<file path="src/rtl/gates_sweep_ctrl.sv">
// Drives the four {A,B} vectors into a two-input gate block, lets each settle, captures X/Y/Z
// and scores them against truth tables. Optional GATES_SWEEP_STOP_ON_FAIL_EN ends the sweep at the first mismatch.
module gates_sweep_ctrl #(
  parameter int unsigned SETTLE = 2,
  parameter logic [3:0]  EXP_X  = 4'b1000,
  parameter logic [3:0]  EXP_Y  = 4'b1110,
  parameter logic [3:0]  EXP_Z  = 4'b0110
) (
  input  logic        clk,
  input  logic        rst_n,
  input  logic        start,
  output logic        A,
  output logic        B,
  input  logic        X,
  input  logic        Y,
  input  logic        Z,
  output logic        busy,
  output logic        done,
  output logic        pass,
  output logic [3:0]  fail_mask,
  output logic [11:0] result,
  output logic [2:0]  err_cnt
);

  typedef enum logic [1:0] {S_IDLE, S_DRIVE, S_SAMPLE, S_DONE} state_t;

  localparam logic [7:0] SETTLE_LAST = 8'(SETTLE - 1);

  state_t      state_q, state_d;
  logic [1:0]  k_q, k_d;
  logic [7:0]  cnt_q, cnt_d;
  logic        a_q, b_q;
  logic [1:0]  ab_d;
  logic [11:0] result_q, result_d;
  logic [3:0]  fail_mask_q, fail_mask_d;
  logic [2:0]  err_cnt_q, err_cnt_d;
  logic [2:0]  xyz, exp_xyz;
  logic        mismatch, stop_early;

  assign xyz      = {X, Y, Z};
  assign exp_xyz  = {EXP_X[k_q], EXP_Y[k_q], EXP_Z[k_q]};
  assign mismatch = (xyz != exp_xyz);

`ifdef GATES_SWEEP_STOP_ON_FAIL_EN
  assign stop_early = mismatch;
`else
  assign stop_early = 1'b0;
`endif

  always_ff @(posedge clk or negedge rst_n) begin
    if (!rst_n) state_q <= S_IDLE;
    else        state_q <= state_d;
  end

  always_comb begin
    state_d = state_q;
    case (state_q)
      S_IDLE:   if (start) state_d = S_DRIVE;
      S_DRIVE:  if (cnt_q == SETTLE_LAST) state_d = S_SAMPLE;
      S_SAMPLE: state_d = ((k_q == 2'd3) || stop_early) ? S_DONE : S_DRIVE;
      S_DONE:   if (start) state_d = S_DRIVE;
      default:  state_d = S_IDLE;
    endcase
  end

  always_comb begin
    busy        = (state_q == S_DRIVE) || (state_q == S_SAMPLE);
    done        = (state_q == S_DONE);
    pass        = done && (err_cnt_q == 3'd0);
    k_d         = k_q;
    cnt_d       = 8'd0;
    result_d    = result_q;
    fail_mask_d = fail_mask_q;
    err_cnt_d   = err_cnt_q;
    case (state_q)
      S_IDLE, S_DONE: begin
        k_d = 2'd0;
        if (start || state_q == S_IDLE) begin
          result_d    = 12'd0;
          fail_mask_d = 4'd0;
          err_cnt_d   = 3'd0;
        end
      end
      S_DRIVE: cnt_d = cnt_q + 8'd1;
      S_SAMPLE: begin
        result_d[3*k_q +: 3] = xyz;
        if (mismatch) begin
          fail_mask_d[k_q] = 1'b1;
          err_cnt_d        = err_cnt_q + 3'd1;
        end
        k_d = k_q + 2'd1;
      end
      default: ;
    endcase
    // Stimulus follows the next vector index so A/B change on the edge leaving SAMPLE.
    ab_d = ((state_d == S_DRIVE) || (state_d == S_SAMPLE)) ? k_d : 2'b00;
  end

  always_ff @(posedge clk or negedge rst_n) begin
    if (!rst_n) begin
      k_q         <= 2'd0;
      cnt_q       <= 8'd0;
      a_q         <= 1'b0;
      b_q         <= 1'b0;
      result_q    <= 12'd0;
      fail_mask_q <= 4'd0;
      err_cnt_q   <= 3'd0;
    end else begin
      k_q         <= k_d;
      cnt_q       <= cnt_d;
      a_q         <= ab_d[1];
      b_q         <= ab_d[0];
      result_q    <= result_d;
      fail_mask_q <= fail_mask_d;
      err_cnt_q   <= err_cnt_d;
    end
  end

  assign A         = a_q;
  assign B         = b_q;
  assign result    = result_q;
  assign fail_mask = fail_mask_q;
  assign err_cnt   = err_cnt_q;

endmodule

</file>
<file path="config.mk">
export PLATFORM = sky130hd
export DESIGN_NAME = gates_sweep_ctrl
export DESIGN_NICKNAME = d
export VERILOG_FILES = /design/src/rtl/gates_sweep_ctrl.sv
export SDC_FILE = /design/constraint.sdc
export NUM_CORES = 1
export LEC_CHECK = 0
export ABC_AREA = 0
export CORE_UTILIZATION = 47
export DETAILED_ROUTE_END_ITERATION = 8
export HOLD_SLACK_MARGIN = 0.02
export PLACE_DENSITY = 0.79
export SYNTH_ARGS = -nofsm -noshare
export SYNTH_HDL_FRONTEND = slang
export SYNTH_SLANG_ARGS = --single-unit
</file>
<file path="constraint.sdc">
create_clock -name clk -period 1.8 [get_ports clk]
set_input_delay 0.27 -clock clk [delete_from_list [all_inputs] [get_ports clk]]
set_output_delay 0.27 -clock clk [all_outputs]
set_load 0.02 [all_outputs]
</file>
==> reports/qor.csv, run 1 <==
stage,metric,value,unit
cts,Root Buffer,clkbuf_4,
placed_design,placed cell count,265,
detailed_routing,DRT antenna net count,0,
synthesis,Synth Register Bits,33,
final_layout,Antenna diodes,0,
synthesis,Post-Syn Area,1720,um^2
floorplanning,Initial Util,50.5,%
run_status,status,finished clean,
timing,hold_ws,333,ps
final_layout,Final nets,250,
cts,CTS tree,done,
floorplanning,die area,3910,um^2
floorplanning,top-level port count,30,
synthesis,post-synthesis sequential area ratio,47.9,%
timing,Slew Limit Fails,0,
cts,Clock Latency Late Sink,340,ps
synthesis,Post-synth EDFFs,0,
final_layout,most frequent cells in the layout,"32 x dfrtp_1, 26 x clkdlybuf4s50_1, 21 x buf_4",
cts,Worst-path clk slew,100,ps
synthesis,Yosys warning total,0,
synthesis,ys async rst share,100,%
worst_setup_path,CP arrival,1940,ps
detailed_routing,drt pass-1 iters,5,
detailed_routing,via count,1425,
placed_design,DP HPWL,2.88,mm
timing,Final Setup Violations,0,
cts,CTS HTree Levels,2,
worst_setup_path,Critical Path Slowest Stage Cell,dfrtp_1,
worst_setup_path,Crit Path Class,register to register,
worst_setup_path,CP Launch Type,register,
global_routing,pin count of the biggest net entering global routing,34,
cts,Num Clock Sinks,33,
cts,total CTS buffers,5,
synthesis,Mapped Cells,171,
global_routing,initial antenna violation count,0,
cts,hold_buf cts,0,
timing,count of final hold-check violations,0,
placed_design,Setup WS pre-CTS,-54.5,ps
worst_setup_path,CP Capture Type,register,
synthesis,leading post-synthesis cells by cell area,"dfrtp_1 48%, ha_1 12%, mux2_2 4.6%, inv_1 4.4%, nor2_1 4.4%",
worst_setup_path,CP max FO,4,
timing,TNS Setup,0,ps
global_routing,first-pass GRT wire length,6.67,mm
worst_setup_path,RR Startpoint,state_q[0],
power_and_ir_drop,VDD IR max,0.669,mV
run,maximum capacitance violations,0,
floorplanning,Std-Cell Rows,21,
timing,Max Fclk,582,MHz
detailed_routing,drt drc,0,
global_routing,GR Util All Layers,22.0,%
detailed_routing,routed wire length,3.95,mm
synthesis,Synth Flop Type,dfrtp_1,
final_layout,synthesis-to-layout area growth,38.3,%
worst_setup_path,crit-path max cell delay,400,ps
worst_setup_path,R2R setup slack,80,ps
power_and_ir_drop,static leakage,1.07,nW
global_routing,global route overflow,0,
cts,Max Root-Sink Buffers,2,
detailed_routing,vias per inst,5.20,
synthesis,post-synth cell types,27,
synthesis,post-synth top area cell,dfrtp_1,
global_routing,vias in the first global route,1446,
timing,worst-margin pin slew,446,ps
timing,relative slew slack,70.0,%
final_layout,"commonest non-fill, non-tap cell in the layout",dfrtp_1,
final_layout,Fill cells,262,
synthesis,average size of a mapped cell,10.1,um^2
synthesis,Post-Syn Nets,194,
placed_design,IO Port Bufs,29,
final_layout,non-filler instance count after layout,274,
power_and_ir_drop,pwr dens,1310,nW/um^2
placed_design,RePlAce Congestion,0.897,
worst_setup_path,critical path required time,2020,ps
floorplanning,Die Ht,62.6,um
timing,Layout Skew,6.16,ps
timing,Tmin final,1720,ps
detailed_routing,wire per inst,14.4,um
floorplanning,DIE WIDTH,62.6,um
timing,final worst-path cycle share,95.5,%
detailed_routing,initial DRC count,68,
hold_path,worst hold-check path type,primary input to asynchronous set/reset pin,
final_layout,layout cell share with drive strength beyond 1,24.6,%
floorplanning,core area,3420,um^2
worst_setup_path,RR Endpoint,result[4],
synthesis,post-synth top area share,47.9,%
worst_setup_path,path depth of the worst reg2reg path,6,
timing,Final Worst Setup Slack,81.5,ps
worst_setup_path,worst path cell trace,"inv_2, ha_1, inv_1, a21o_2, a21oi_4, mux2_2",
per-stage QoR:
stage                     util, %  cell area [um^2]  total power [mW]
after detailed placement     66.2              2260              2.54
after floorplan                 -              1770              1.91
final                        69.8              2380              3.13
after global placement       66.2              2260              2.48
after CTS                    67.7              2310              2.94
after global routing         69.8              2380              3.36
worst max-delay path: cells and delay by family, from the launching register on:
family                   cells  cell delay, ps
AO/OA/AOI/OAI                2             470
flip-flops                   1             400
multiplexers                 1             360
adder cells (fa/ha/maj)      1             200
buffers and inverters        2             170
state kept, by name, summed over array words and instances (netlist names):
register   count
A              1
k_q            2
cnt_q          8
state_q        2
B              1
err_cnt        3
result        12
fail_mask      4
per-layer routing:
layer / GRT usage [%] / part of all wire (%) / up-vias
met5: 0 / 0 / -
met4: 8.72 / 1.6 / 0
met3: 4.74 / 4.3 / 9
met2: 37.9 / 52 / 38
met1: 26.6 / 42 / 690
li1: - / - / 688
cells in the mapped netlist, types with 2 or more instances:
library cell / instances
and3_1: 4
inv_1: 20
dfrtp_1: 33
xnor2_1: 4
mux2_2: 7
nor4_1: 3
a21boi_0: 2
o21ai_0: 11
xor2_1: 5
nand2_1: 9
nor3_1: 3
ha_1: 17
a21oi_1: 8
nor2_1: 20
nand3_1: 13
cells by family (layout without fill, tap and decap cells):
group           after synthesis  after routing  synth area share [%]
compound gates               27             27                  10.2
buf+inv                      22             79                  5.37
simple gates                 56             56                  15.1
mux                           7              7                  4.57
flops                        33             33                  47.9
fa+ha+maj                    17             17                  12.3
xor+xnor                      9              9                  4.57
cell type report:
type	instances	area, um^2	area share (%)
repair buffers	51	452	18.9
clock buffers	8	48.8	2.05
well taps	46	57.6	2.41
multi-input cells	116	922	38.7
inverters	20	77.6	3.25
flip-flops and latches	33	827	34.7
timing repair:
action	in CTS	in global routing
endpoints found under the setup margin	9	21
resized for setup	6	15
cloned	0	0
buffers inserted	0	1
hold endpoints to repair	0	0
pin swaps	0	3
worst max path at each step:
stage	endpoint	from
2_1_floorplan	result[10]	state_q[0]
3_3_place_gp	result[5]	start
3_5_place_dp	err_cnt[1]	Y
4_1_cts	err_cnt[1]	k_q[0]
5_1_grt	err_cnt[1]	k_q[1]
6_report	result[4]	state_q[0]
power by group:
group	leakage, nW	switching (mW)	total, mW	internal [mW]
clock	0.0265	0.235	0.391	0.155
combinational	0.594	0.978	1.80	0.819
sequential	0.453	0.0857	0.944	0.858
No activity file was read; power rests on OpenSTA's default activity.
==> run 2: changes to the inputs <==
- ABC_CLOCK_PERIOD_IN_PS: unset -> 1800
- CTS_CLUSTER_DIAMETER: unset -> 120
==> results of run 2 <==
Same layout as run 1: the final DEF is identical, and so are final timing and power.
